$ cat src/rtl/cle_label_reader.sv
// Label SRAM readback: scans 1024 label bytes and repacks selected-label matches
// into 128 packed mask bytes on a valid/ready stream. Define CLE_LBL_BBOX_EN for bounding-box outputs.
module cle_label_reader #(
  parameter int ADDR_W = 10,
  parameter int OUT_AW = 7,
  parameter int CNT_W  = 11
) (
  input  logic              clk,
  input  logic              reset,
  input  logic              start,
  input  logic [2:0]        sel_label,
  input  logic [7:0]        sram_q,
  output logic [ADDR_W-1:0] sram_a,
  output logic              sram_wen,
  output logic              out_valid,
  input  logic              out_ready,
  output logic [OUT_AW-1:0] out_addr,
  output logic [7:0]        out_data,
  output logic [CNT_W-1:0]  pix_count,
  output logic              busy,
  output logic              done
`ifdef CLE_LBL_BBOX_EN
  ,
  output logic [4:0]        bbox_rmin,
  output logic [4:0]        bbox_rmax,
  output logic [4:0]        bbox_cmin,
  output logic [4:0]        bbox_cmax,
  output logic              bbox_valid
`endif
);

  typedef enum logic [1:0] {S_IDLE, S_READ, S_EMIT, S_DONE} state_t;

  state_t              state_q, state_d;
  logic [3:0]          k_q;
  logic [OUT_AW-1:0]   byte_idx_q;
  logic [2:0]          lbl_q;
  logic [6:0]          shift_q;
  logic [ADDR_W-1:0]   sram_a_q;
  logic                out_valid_q;
  logic [OUT_AW-1:0]   out_addr_q;
  logic [7:0]          out_data_q;
  logic [CNT_W-1:0]    pix_q;
  logic                done_q;

  logic accept, capture, last_cap, xfer, finish, match;

  // State register
  always_ff @(posedge clk or posedge reset) begin
    if (reset) state_q <= S_IDLE;
    else       state_q <= state_d;
  end

  // Next-state logic
  always_comb begin
    state_d = state_q;
    unique case (state_q)
      S_IDLE: if (start) state_d = S_READ;
      S_READ: if (k_q == 4'd8) state_d = S_EMIT;
      S_EMIT: if (out_ready) state_d = (byte_idx_q == '1) ? S_DONE : S_READ;
      S_DONE: state_d = S_IDLE;
      default: state_d = S_IDLE;
    endcase
  end

  // Control strobes; sram_q lags the address by one cycle, so cycles 1..8 capture
  always_comb begin
    accept   = (state_q == S_IDLE) && start;
    capture  = (state_q == S_READ) && (k_q != 4'd0);
    last_cap = (state_q == S_READ) && (k_q == 4'd8);
    xfer     = (state_q == S_EMIT) && out_ready;
    finish   = xfer && (byte_idx_q == '1);
    busy     = (state_q == S_READ) || (state_q == S_EMIT);
    match    = (lbl_q != 3'd0) ? (sram_q == {5'b0, lbl_q}) : (sram_q != 8'd0);
  end

  always_ff @(posedge clk or posedge reset) begin
    if (reset) begin
      k_q         <= '0;
      byte_idx_q  <= '0;
      lbl_q       <= '0;
      shift_q     <= '0;
      sram_a_q    <= '0;
      out_valid_q <= 1'b0;
      out_addr_q  <= '0;
      out_data_q  <= '0;
      pix_q       <= '0;
      done_q      <= 1'b0;
    end else begin
      if (accept) begin
        lbl_q      <= sel_label;
        pix_q      <= '0;
        byte_idx_q <= '0;
        k_q        <= '0;
        sram_a_q   <= '0;
        done_q     <= 1'b0;
      end
      if (state_q == S_READ) begin
        k_q <= (k_q == 4'd8) ? 4'd0 : k_q + 4'd1;
        if (k_q < 4'd7) sram_a_q <= sram_a_q + ADDR_W'(1);
      end
      if (capture) begin
        shift_q <= {shift_q[5:0], match};
        pix_q   <= pix_q + CNT_W'(match);
      end
      if (last_cap) begin
        out_data_q  <= {shift_q, match};
        out_addr_q  <= byte_idx_q;
        out_valid_q <= 1'b1;
      end
      if (xfer) begin
        out_valid_q <= 1'b0;
        if (!finish) begin
          byte_idx_q <= byte_idx_q + OUT_AW'(1);
          sram_a_q   <= {byte_idx_q + OUT_AW'(1), 3'b000};
        end
      end
      if (finish) done_q <= 1'b1;
    end
  end

`ifdef CLE_LBL_BBOX_EN
  logic [4:0] rmin_q, rmax_q, cmin_q, cmax_q;
  logic       bvalid_q;
  logic [ADDR_W-1:0] cap_pix;

  // Address of the pixel whose data is on sram_q this cycle
  assign cap_pix = {byte_idx_q, 3'(k_q - 4'd1)};

  always_ff @(posedge clk or posedge reset) begin
    if (reset) begin
      rmin_q   <= 5'd31;
      rmax_q   <= '0;
      cmin_q   <= 5'd31;
      cmax_q   <= '0;
      bvalid_q <= 1'b0;
    end else if (accept) begin
      rmin_q   <= 5'd31;
      rmax_q   <= '0;
      cmin_q   <= 5'd31;
      cmax_q   <= '0;
      bvalid_q <= 1'b0;
    end else if (capture && match) begin
      if (cap_pix[9:5] < rmin_q) rmin_q <= cap_pix[9:5];
      if (cap_pix[9:5] > rmax_q) rmax_q <= cap_pix[9:5];
      if (cap_pix[4:0] < cmin_q) cmin_q <= cap_pix[4:0];
      if (cap_pix[4:0] > cmax_q) cmax_q <= cap_pix[4:0];
      bvalid_q <= 1'b1;
    end
  end

  assign bbox_rmin  = rmin_q;
  assign bbox_rmax  = rmax_q;
  assign bbox_cmin  = cmin_q;
  assign bbox_cmax  = cmax_q;
  assign bbox_valid = bvalid_q;
`endif

  assign sram_a    = sram_a_q;
  assign sram_wen  = 1'b1;
  assign out_valid = out_valid_q;
  assign out_addr  = out_addr_q;
  assign out_data  = out_data_q;
  assign pix_count = pix_q;
  assign done      = done_q;

endmodule

$ cat config.mk
export PLATFORM = sky130hd
export DESIGN_NAME = cle_label_reader
export DESIGN_NICKNAME = d
export VERILOG_FILES = /design/src/rtl/cle_label_reader.sv
export SDC_FILE = /design/constraint.sdc
export NUM_CORES = 1
export LEC_CHECK = 0
export ABC_AREA = 0
export ABC_CLOCK_PERIOD_IN_PS = 5000
export CORE_MARGIN = 8
export CORE_UTILIZATION = 30
export CTS_BUF_LIST = sky130_fd_sc_hd__clkbuf_8
export DETAILED_ROUTE_END_ITERATION = 8
export PLACE_DENSITY_LB_ADDON = 0.1
export SLEW_MARGIN = 40
export SYNTH_ARGS = -nofsm -noshare
export SYNTH_HDL_FRONTEND = slang
export SYNTH_SLANG_ARGS = --single-unit
export TNS_END_PERCENT = 1
$ cat constraint.sdc
create_clock -name clk -period 5 [get_ports clk]
set_clock_uncertainty 0.15 [all_clocks]
set_input_delay 0.5 -clock clk [delete_from_list [all_inputs] [get_ports clk]]
set_output_delay 0.5 -clock clk [all_outputs]
set_load 0.05 [all_outputs]
## Yosys cells after proc, flatten, opt, wreduce, memory -nomap -nowiden

Cells that the tools add are included.

- Equality and inequality tests: 9
- $add $sub $neg: 4
- Magnitude comparators: 1
- Reduce and logical (&&, ||, !) cells: 15
- Mux-type cells: 23

Operators by type and width:

| operator | number |
|---|---|
| 10-bit 2-to-1 mux | 5 |
| 11-bit 2-to-1 mux | 2 |
| 7-bit 2-to-1 mux | 3 |
| 4-bit 2-to-1 mux | 3 |
| 11-bit by 1-bit adder with 11-bit output | 1 |
| 10-bit by 1-bit adder with 10-bit output (second input constant) | 1 |
| 8-bit by 3-bit equality test with 1-bit output | 1 |
| 2-bit 2-to-1 mux | 4 |
| 2-bit case mux with 4 select lines | 1 |
| 2-bit nonzero test | 4 |
| 8-bit nonzero test | 1 |
| 7-bit by 1-bit adder with 7-bit output (second input constant) | 1 |
| 7-bit equality test (second input constant) | 1 |
| 1-bit logical AND | 5 |
| 1-bit 2-to-1 mux | 5 |
| 4-bit by 1-bit adder with 4-bit output (second input constant) | 1 |
| 2-bit equality test (second input constant) | 2 |
| 4-bit equality test (second input constant) | 1 |
| 4-bit by 3-bit less-than comparator with 1-bit output (second input constant) | 1 |
| 2-bit != test (second input constant) | 2 |
| 4-bit nonzero test | 1 |
| 3-bit AND reduction | 1 |
| 3-bit nonzero test | 1 |
| 2-bit by 1-bit equality test with 1-bit output (second input constant) | 1 |
| 3 further kinds | 3 |

- Input port bits: 15
- Logic and storage cells: 63
- Output and inout bits: 40
- Register bits: 61

## Depth between registers and ports, before layout

Gate-level depths: netlist of the first run.

- Depth in word-level cells: 7
- Mapped depth: 9
- Mapped depth without buffers: 9

## Worst setup path before layout of the first run

Ideal clock, no wire load.

- Path kind: input port to flip-flop
- Start point: in sram_q[5]
- End point: reg pix_q[8] (netlist: pix_count[8])
- Stages: 9
- Path buffers: 0
- Setup slack: 2.358 ns
- Required time: 4.767 ns
- Setup time: 0.083 ns
- Arrival time: 2.409 ns
- Path through: nor4_1 o211ai_1 o2bb2ai_1 ha_1 ha_1 nand3_1 or3_1 or3_1 o21ai_0

- Longest elaborated chain between the ends: 4
- Elaborated cells on any way between the ends: 5
- Those cells by class: add/sub: 1; eq/ne: 1; mux: 2; reduce/logical: 1

RTL lines:

| item | RTL line | source |
|---|---|---|
| start: declaration | 12 | `input logic [7:0] sram_q,` |
| 8-bit by 3-bit equality test with 1-bit output / 8-bit nonzero test (equally long branches) | 74 | `match = (lbl_q != 3'd0) ? (sram_q == {5'b0, lbl_q}) : (sram_q != 8'd0);` |
| 1-bit 2-to-1 mux * | 74 |  |
| net match | 46 | `logic accept, capture, last_cap, xfer, finish, match;` |
| 11-bit by 1-bit adder with 11-bit output * | 104 | `pix_q <= pix_q + CNT_W'(match);` |
| 11-bit 2-to-1 mux * | 102 | `if (capture) begin` |
| end signal: assignment | 104 |  |
| end: declaration | 43 | `logic [CNT_W-1:0] pix_q;` |

Mark *: on every way through the listed nets, which the timed path passes. The rest lies on a longest branch.
A chain may end at the register's enable or synchronous reset.

## Worst setup path in the final report of the first run

Same ends and word-level chain as after synthesis.

==> results.ini, run 1 <==
[status]
run_status = complete, no violations

[clock_network]
clock_sink_count = 61
worst_setup_hold_path_clk_slew_ps = 70
postCtsHoldBufs = 0
number_of_gates_given_a_new_drive_strength_after_cts = 0
max-clock-path-buffers = 2
clkLatencyLatePin_ps = 330
cts-htree-levels = 3
cts_buffers = 9
postCtsSetupRepairBufs = 0
cts_root_buffer = clkbuf_8
tritoncts = yes

[pwr]
design_power_total_w = 0.00207
cellPowerDensity_nw_per_um2 = 523
cellLeakagePower_nw = 1.79
peakVddDrop_v = 0.000285

[global_route]
groute.usage.overall_pct = 11.4
first_pass_grt_wire_length_mm = 12.9
gr-total-overflow = 0
grt_busiest_layer = met2
grt.met2_usage_pct = 18.2
via_count_of_the_first_global_routing_pass = 2540
grtUsageMet3_pct = 3.07
met1_global_route_usage_pct = 14.3
number_of_antenna_violations_at_the_first_check_in_global_routing = 0
grt_start_max_net_pins = 62

[placed_design]
placement.io_buffers = 53
post-dp-hpwl_mm = 5.20
dpl_worst_slack_ps = 1690
routabilityCongestion = 0.762

[critical_path]
path_max_fanout = 6
r2r_slack_ps = 2530
worst-endpoint-required_ps = 5100
cp-start-kind = primary input
cp-startpoint = sram_q[5]
critical_path_class = in2reg
worst-r2r-cell-count = 9
r2r_start = lbl_q[0]$_DFFE_PP0P_
cp.arrival_ps = 3060
critPathCaptureType = flip-flop
reg2reg_to = pix_count[8]$_DFFE_PP0P_

[drt]
num_vias = 2430
detail_route.drc_violations = 0
via_density_per_instance = 4.80
drtIter0Drc = 132
routed_wl_mm = 7.53
ant_nets = 0
firstDrtPassIters = 4
wl_per_cell_um = 14.9

[die]
chipHeight_um = 117
core.rowCount = 37
start_util_pct = 30.5
die-width_um = 117
core_um2 = 10100
pin_count = 55
die_area_um2 = 13800

[synth]
synth_top_flop_cell = dfrtp_1
yosysSeqAreaShare_pct = 49.4
synthesis.area_per_instance_um2 = 9.90
synth.cell_area_um2 = 3090
number_of_enable_flip_flop_cells_after_synthesis = 0
ys_seq_elements = 61
yosysWarningCount = 0
synth_cell_types = 54
async_flop_share_pct = 100
mappedNetlistNets = 337
synth_cells = 312

[hold_path]
hold_class = reg2reg
hold_path_end = shift_q[6]$_DFFE_PP0P_
min_delay_path_depth = 2
min_from = shift_q[6]$_DFFE_PP0P_

[timing]
worstMarginPinSlew_ps = 612
hold_violations = 0
maxSlewHeadroom_pct = 58.8
timing.setup.tns_ps = 0
fin_hold_ws_ps = 342
final_number_of_max_transition_violations = 0
report.final.setup_viol = 0
final_critical_path_setup_slack_ps = 2050
grt_setup_unrepaired = false
post-route-period-util_pct = 59.0
fin_crit_ps = 2950
achievable-frequency_ghz = 0.339

[finish]
finish.net_count = 390
antenna_cells_inserted = 0
final_core_utilization_pct = 39.0
area_delta_synth_final_pct = 28.1
share_of_final_layout_standard_cells_stronger_than_drive_strength_1_pct = 11.6

[run]
cap_viol_max_count = 0

worst max-delay path: stages:
cell	delay [ps]
clkdlybuf4s50_1	400
nor4_1	390
o211ai_1	150
o2bb2ai_1	240
ha_1	220
ha_1	180
nand3_1	170
or3_1	420
or3_1	300
o21ai_0	70
worst max-delay path by stage:
stage,cells past startpoint,to
finish,10,pix_count[8]$_DFFE_PP0P_
global route,10,pix_count[10]$_DFFE_PP0P_
CTS,10,pix_count[8]$_DFFE_PP0P_
detailed placement,10,pix_count[8]$_DFFE_PP0P_
global placement,10,pix_count[8]$_DFFE_PP0P_
floorplan,9,pix_count[8]$_DFFE_PP0P_
per-stage QoR:
| step | cell area [um2] | instances |
|---|---|---|
| 3_5_place_dp | 3750 | 490 |
| 2_1_floorplan | 3090 | 312 |
| 3_3_place_gp | 3740 | 490 |
| 4_1_cts | 3950 | 506 |
| 6_report | 3960 | 506 |
| 5_1_grt | 3960 | 506 |
state kept, by name, indices dropped and copies added (netlist names):
register,cells
byte_idx_q,7
sram_a,10
pix_count,11
out_addr,7
shift_q,7
out_data,8
out_valid,1
done,1
state_q,2
lbl_q,3
k_q,4
per-layer routing:
layer,share of wire (%),vias up
met5,0,-
met4,1.1,0
met3,5.0,7
met2,46,54
met1,48,1154
li1,-,1215
cell type report:
class | count | area, um2
clock inverters | 7 | 82.6
clock buffers | 9 | 124
multi-input cells | 225 | 1460
fillers | 1013 | 6180
flip-flops and latches | 61 | 1530
repair buffers | 55 | 549
inverters | 13 | 48.8
well taps | 136 | 170
layout by cell type, fill, tap and decap left out, types with 7 or more instances in the layout:
| master | count |
|---|---|
| clkbuf_8 | 9 |
| clkdlybuf4s50_1 | 53 |
| dfrtp_1 | 61 |
| ha_1 | 10 |
| inv_1 | 14 |
| mux2_2 | 16 |
| nand2_1 | 51 |
| nand3_1 | 15 |
| nor2_1 | 16 |
| nor3_1 | 7 |
| o21ai_0 | 19 |
kinds of logic after synthesis:
kind of cell    share of synthesized area, %
compound gates                          15.0
buf+inv                                 3.52
fa+ha+maj                               4.05
simple gates                            19.2
xor+xnor                                2.84
mux                                     5.83
other cells                            0.121
flops                                   49.4
cells in the mapped netlist, types with 2 or more instances:
library cell | count | area [um2]
dfrtp_1 | 61 | 1530
nand2_1 | 51 | 191
o21ai_0 | 19 | 95.1
nor2_1 | 17 | 63.8
mux2_2 | 16 | 180
nand3_1 | 15 | 75.1
inv_1 | 13 | 48.8
ha_1 | 10 | 125
clkbuf_1 | 8 | 30.0
nor3_1 | 7 | 35.0
a21oi_1 | 6 | 30.0
xnor2_1 | 6 | 52.6
a21o_1 | 5 | 37.5
a22o_1 | 5 | 43.8
nand4_1 | 5 | 31.3
nor4_1 | 5 | 31.3
nand3b_1 | 4 | 30.0
xor2_1 | 4 | 35.0
and2_1 | 3 | 18.8
buf_2 | 3 | 15.0
nand2b_1 | 3 | 18.8
o211ai_1 | 3 | 22.5
o2bb2ai_1 | 3 | 26.3
a21boi_0 | 2 | 15.0
a22oi_1 | 2 | 15.0
and3_1 | 2 | 12.5
buf_4 | 2 | 15.0
nor3b_1 | 2 | 15.0
o21ai_1 | 2 | 10.0
o22ai_1 | 2 | 12.5
o31ai_1 | 2 | 15.0
or3_1 | 2 | 12.5
power by group:
group	switching, W	internal [W]
clock network	0.000197	0.000275
logic	0.000569	0.000315
registers	0.000105	0.000609
total	0.000872	0.00120
No activity file was read; power rests on OpenSTA's default activity.
==> run 2: changes to the inputs <==
Settings changed: ABC_CLOCK_PERIOD_IN_PS 5000 to 2900.
Clock period 5 ns to 2.9 ns, I/O delays scaled along.
==> results.ini, run 2 (synthesis gave the netlist of run 1 again) <==
[status]
run_status = complete, no violations

[timing]
report.final.setup_viol = 0  ; unchanged
maxSlewHeadroom_pct = 52.3  ; -6.5 points
worstMarginPinSlew_ps = 715  ; +103 ps
grt_setup_unrepaired = false
post-route-period-util_pct = 90.5
hold_violations = 0  ; unchanged
final_critical_path_setup_slack_ps = 276  ; -1770 ps
fin_crit_ps = 2620
fin_hold_ws_ps = 246  ; -96.1 ps
achievable-frequency_ghz = 0.381
final_number_of_max_transition_violations = 0  ; unchanged

[drt]
via_density_per_instance = 4.86  ; +1.1%
met3_length_um = 403  ; +6.3%
routed_wl_mm = 7.65  ; +1.6%
firstDrtPassIters = 4  ; unchanged
detailroute.wirelength.met2_mm = 3.50  ; +1.4%
route.top_layer_used = met4
wl_per_cell_um = 15.0  ; +0.56%
num_vias = 2482  ; +2.1%
detail_route.drc_violations = 0  ; unchanged
drtIter0Drc = 106  ; -20%
detail_route.wirelength.met1_mm = 3.64  ; +0.44%
ant_nets = 0  ; unchanged

[finish]
finish.net_count = 395  ; +1.3%
antenna_cells_inserted = 0  ; unchanged
post_layout_nonfiller_instances = 511  ; +0.99%
largest_register_ff_count = 11  ; unchanged
area_delta_synth_final_pct = 29.7
share_of_final_layout_standard_cells_stronger_than_drive_strength_1_pct = 12.8  ; +1.2 points
final_core_utilization_pct = 39.5  ; +0.49 points
most_common_cell_after_layout_fill_and_taps_aside = dfrtp_1
top_library_cells_by_usage_in_the_layout_fill_and_taps_aside = dfrtp_1, clkdlybuf4s50_1, nand2_1, o21ai_0, nor2_1

[die]
start_util_pct = 30.5  ; unchanged
die_area_um2 = 13800  ; unchanged
core.rowCount = 37  ; unchanged
pin_count = 55  ; unchanged
core_um2 = 10100  ; unchanged
die-width_um = 117  ; unchanged
chipHeight_um = 117  ; unchanged

[placed_design]
dpl_worst_slack_ps = -159  ; -1850 ps
placement.io_buffers = 53  ; unchanged
routabilityCongestion = 0.768  ; +0.83%
place_inst = 495  ; +1.0%
post-dp-hpwl_mm = 5.41  ; +4.0%

[pwr]
sequentialPowerShare_pct = 34.4  ; about the same
peakVddDrop_v = 0.000380  ; +33%
switching_share_pct = 41.7  ; -0.40 points
design_power_total_w = 0.00358  ; +73%
intPower_w = 0.00209  ; +74%
cellPowerDensity_nw_per_um2 = 894  ; +71%
share_comb_of_total_power_pct = 43.1  ; +0.4 points
p_sw_w = 0.00149  ; +71%
share_clk_of_total_power_pct = 22.5  ; -0.3 points
cellLeakagePower_nw = 1.82  ; +1.6%

[critical_path]
critical_path.cell_chain = clkdlybuf4s50_1 -> nor4_2 -> o211ai_1 -> o2bb2ai_1 -> ha_1 -> ha_1 -> nand3_1 -> or3_1 -> or3_1 -> o21ai_0
cp-start-kind = primary input
cp.arrival_ps = 2730  ; -330 ps
critPathCaptureType = flip-flop
r2r_slack_ps = 430  ; -2100 ps
r2r_start = state_q[1]$_DFFE_PP0P_
reg2reg_to = sram_a[8]$_DFF_PP0_
cp-startpoint = sram_q[5]
worst-r2r-cell-count = 6  ; -3
worst-endpoint-required_ps = 3000  ; -2100 ps
crit_slowest_cell = clkdlybuf4s50_1
cp_peak_stage_delay_ps = 410  ; about the same
path_max_fanout = 3  ; -3
path_buf_inv = 1  ; unchanged
critical-path-top-delay-family = simple AND/OR/NAND/NOR gates
critical_path_class = in2reg

[clock_network]
tritoncts = yes
cts-htree-levels = 3  ; unchanged
max-clock-path-buffers = 2  ; unchanged
clock_sink_count = 61  ; unchanged
number_of_gates_given_a_new_drive_strength_after_cts = 0  ; unchanged
cts_root_buffer = clkbuf_8
cts_buffers = 9  ; unchanged
postCtsSetupRepairBufs = 0  ; unchanged
worst_setup_hold_path_clk_slew_ps = 70  ; about the same
postCtsHoldBufs = 0  ; unchanged
clkLatencyLatePin_ps = 330  ; about the same

[global_route]
grt_start_max_net_pins = 33  ; -47%
number_of_antenna_violations_at_the_first_check_in_global_routing = 0  ; unchanged
first_pass_grt_wire_length_mm = 12.9  ; -0.37%
groute.usage.overall_pct = 11.3  ; -0.019 points
via_count_of_the_first_global_routing_pass = 2511  ; -1.1%
gr-total-overflow = 0  ; unchanged

[hold_path]
hold_class = in2async

[run]
cap_viol_max_count = 0  ; unchanged

run 2: metrics by stage:
step | setup TNS, ps | cell area [um2]
after floorplan | 0 | 3090
after global placement | -76.7 | 3790
after detailed placement | -280 | 3790
after CTS | 0 | 4000
after global routing | 0 | 4010
final | 0 | 4010
run 2: metal layers:
layer  up-vias  global-route usage, %
met3        12                   3.21
met4         0                   4.56
met5         -                      0
met2        60                   18.1
li1       1230                      -
met1      1180                   14.1
run 2: cell type report:
class / count / area (um2)
sequential: 61 / 1530
tap: 136 / 170
clock buffer: 9 / 124
multi-input combinational: 225 / 1460
inverter: 13 / 48.8
clock inverter: 7 / 82.6
timing repair buffer: 60 / 596
fill: 1017 / 6130
run 2: power by group through the flow:
| stage | Clock, W | Combinational (W) | Sequential, W |
|---|---|---|---|
| after floorplan | 0 | 0.000793 | 0.00153 |
| after global placement | 0 | 0.00156 | 0.00125 |
| after detailed placement | 0 | 0.00157 | 0.00125 |
| after CTS | 0.000836 | 0.00157 | 0.00123 |
| after global routing | 0.000871 | 0.00172 | 0.00127 |
| final | 0.000804 | 0.00154 | 0.00123 |
run 2: worst max-delay path by stage:
| stage | to | slack [ps] | cells past startpoint |
|---|---|---|---|
| floorplan | pix_count[8]$_DFFE_PP0P_ | 470 | 9 |
| global placement | pix_count[8]$_DFFE_PP0P_ | -60 | 10 |
| detailed placement | pix_count[8]$_DFFE_PP0P_ | -160 | 10 |
| CTS | pix_count[8]$_DFFE_PP0P_ | 220 | 10 |
| global route | pix_count[10]$_DFFE_PP0P_ | 10 | 10 |
| finish | pix_count[8]$_DFFE_PP0P_ | 280 | 10 |
==> run 3: changes to the inputs <==
Settings changed: CORE_ASPECT_RATIO set to 1.1.
==> results.ini, run 3 (synthesis gave the netlist of run 1 again) <==
[timing]
timing.setup.tns_ps = 0  ; unchanged
worstMarginPinSlew_ps = 767  ; +51.9 ps
fin_crit_ps = 2630  ; +10.3 ps
post-route-period-util_pct = 90.8  ; +0.35 points
grt_setup_unrepaired = false
fin_hold_ws_ps = 223  ; -23.7 ps
final_critical_path_setup_slack_ps = 266  ; -10.3 ps
achievable-frequency_ghz = 0.380  ; -0.39%
report.final.setup_viol = 0  ; unchanged
hold_violations = 0  ; unchanged
maxSlewHeadroom_pct = 48.9  ; -3.4 points
final_number_of_max_transition_violations = 0  ; unchanged

[status]
run_status = complete, no violations

[pwr]
switching_share_pct = 42.2  ; +0.53 points
design_power_total_w = 0.00356  ; -0.71%
sequentialPowerShare_pct = 34.7  ; +0.3 points
cellLeakagePower_nw = 1.81  ; -0.59%
share_comb_of_total_power_pct = 43.6  ; +0.5 points
p_sw_w = 0.00150  ; +0.55%
share_clk_of_total_power_pct = 21.7  ; -0.8 points
cellPowerDensity_nw_per_um2 = 892  ; -0.14%
intPower_w = 0.00205  ; -1.6%
peakVddDrop_v = 0.000326  ; -14%

[finish]
antenna_cells_inserted = 0  ; unchanged
area_delta_synth_final_pct = 29.0
largest_register_ff_count = 11  ; unchanged
top_library_cells_by_usage_in_the_layout_fill_and_taps_aside = dfrtp_1, clkdlybuf4s50_1, nand2_1, o21ai_0, nor2_1
post_layout_nonfiller_instances = 498  ; -2.5%
share_of_final_layout_standard_cells_stronger_than_drive_strength_1_pct = 12.8  ; unchanged
finish.net_count = 396  ; +0.25%
most_common_cell_after_layout_fill_and_taps_aside = dfrtp_1

[critical_path]
path_max_fanout = 3  ; unchanged
cp.arrival_ps = 2730  ; about the same
critical-path-top-delay-family = simple AND/OR/NAND/NOR gates
cp_peak_stage_delay_ps = 400  ; about the same
r2r_start = lbl_q[1]$_DFFE_PP0P_
cp-start-kind = primary input
worst-endpoint-required_ps = 3000  ; about the same
critical_path_class = in2reg
critical_path.cell_chain = clkdlybuf4s50_1 -> nor4_1 -> o211ai_1 -> o2bb2ai_1 -> ha_1 -> ha_1 -> nand3_1 -> or3_1 -> or3_1 -> o21ai_0
path_buf_inv = 1  ; unchanged
critPathCaptureType = flip-flop
cp-startpoint = sram_q[5]
crit_slowest_cell = or3_1

[die]
start_util_pct = 30.3  ; -0.18 points
core.rowCount = 39  ; +5.4%
core_um2 = 10200  ; +0.59%
pin_count = 55  ; unchanged
die_area_um2 = 13800  ; about the same
die-width_um = 113  ; -4.0%
chipHeight_um = 122  ; +4.2%

[global_route]
groute.usage.overall_pct = 11.7  ; +0.33 points
via_count_of_the_first_global_routing_pass = 2501  ; -0.40%
number_of_antenna_violations_at_the_first_check_in_global_routing = 0  ; unchanged
gr-total-overflow = 0  ; unchanged
first_pass_grt_wire_length_mm = 12.9  ; +0.37%
grt_start_max_net_pins = 33  ; unchanged

[drt]
routed_wl_mm = 7.72  ; +0.93%
via_density_per_instance = 5.02  ; +3.3%
met3_length_um = 473  ; +17%
route.top_layer_used = met4
drtIter0Drc = 112  ; +5.7%
num_vias = 2499  ; +0.68%
firstDrtPassIters = 4  ; unchanged
detailroute.wirelength.met2_mm = 3.57  ; +1.9%
wl_per_cell_um = 15.5  ; +3.6%
detail_route.wirelength.met1_mm = 3.57  ; -1.9%
ant_nets = 0  ; unchanged
detail_route.drc_violations = 0  ; unchanged

[hold_path]
hold_class = in2async

[clock_network]
cts_buffers = 9  ; unchanged
clkLatencyLatePin_ps = 330  ; about the same
cts-htree-levels = 3  ; unchanged
worst_setup_hold_path_clk_slew_ps = 70  ; about the same
clock_sink_count = 61  ; unchanged
cts_root_buffer = clkbuf_8
number_of_gates_given_a_new_drive_strength_after_cts = 0  ; unchanged
postCtsSetupRepairBufs = 0  ; unchanged
max-clock-path-buffers = 2  ; unchanged
postCtsHoldBufs = 0  ; unchanged
tritoncts = yes

[run]
cap_viol_max_count = 0  ; unchanged

[placed_design]
placement.io_buffers = 53  ; unchanged
dpl_worst_slack_ps = -74.3  ; +84.7 ps
place_inst = 483  ; -2.4%
post-dp-hpwl_mm = 5.44  ; +0.60%
routabilityCongestion = 0.752  ; -2.1%

==> run 3: cell count changes in the layout (fill, tap and decap cells not counted), sizes merged <==
cell,delta
inv,-2
clkinvlp,+1
clkinv,-1
bufinv,-1
buf,+1
clkbuf,+2
==> run 3: layout make-up <==
cell class | instances | area [um2]
Timing Repair Buffer | 61 | 603
Tap cell | 123 | 154
Fill cell | 1018 | 6210
Sequential cell | 61 | 1530
Clock buffer | 11 | 151
Clock inverter | 4 | 47.5
Multi-Input combinational cell | 225 | 1450
Inverter | 13 | 48.8
==> run 3: layer usage <==
metal / GRT usage, % / vias to the layer above
met2: 18.8 / 60
met1: 14.4 / 1205
met4: 4.81 / 0
met3: 3.44 / 11
met5: 0 / -
li1: - / 1223
==> run 3: power groups by stage <==
stage,Clock (W),Sequential (W),Combinational (W)
2_1_floorplan,0,0.00153,0.000793
3_3_place_gp,0,0.00125,0.00156
3_5_place_dp,0,0.00125,0.00157
4_1_cts,0.000803,0.00124,0.00158
5_1_grt,0.000837,0.00127,0.00172
6_report,0.000772,0.00123,0.00155
==> run 3: final timing paths <==
| path | to | slack, ps | depth (start not counted) |
|---|---|---|---|
| max in group asynchronous | done$_DFFE_PP0P_ | 1740 | 3 |
| setup reg to reg | pix_count[8]$_DFFE_PP0P_ | 510 | 9 |
| hold reg to reg | done$_DFFE_PP0P_ | 330 | 2 |
| min in group clk | done$_DFFE_PP0P_ | 330 | 2 |
| setup / recovery | pix_count[8]$_DFFE_PP0P_ | 270 | 10 |
| hold / removal | out_data[6]$_DFFE_PP0P_ | 220 | 2 |
==> run 3: worst register-to-register path: cells and delay by family, from the launching register on <==
kind / cells / cell delay [ps]
and+or+nand+nor: 4 / 910
DFF: 1 / 420
xor gates and xnor gates: 1 / 150
AOI/OAI and AO/OA: 2 / 300
adders and majority gates: 2 / 390
==> run 3: stage by stage <==
step           util [%]  area, um2
6_report           39.1       3990
5_1_grt            39.1       3990
4_1_cts            39.1       3990
3_5_place_dp       37.1       3790
3_3_place_gp       37.1       3790
2_1_floorplan         -       3090
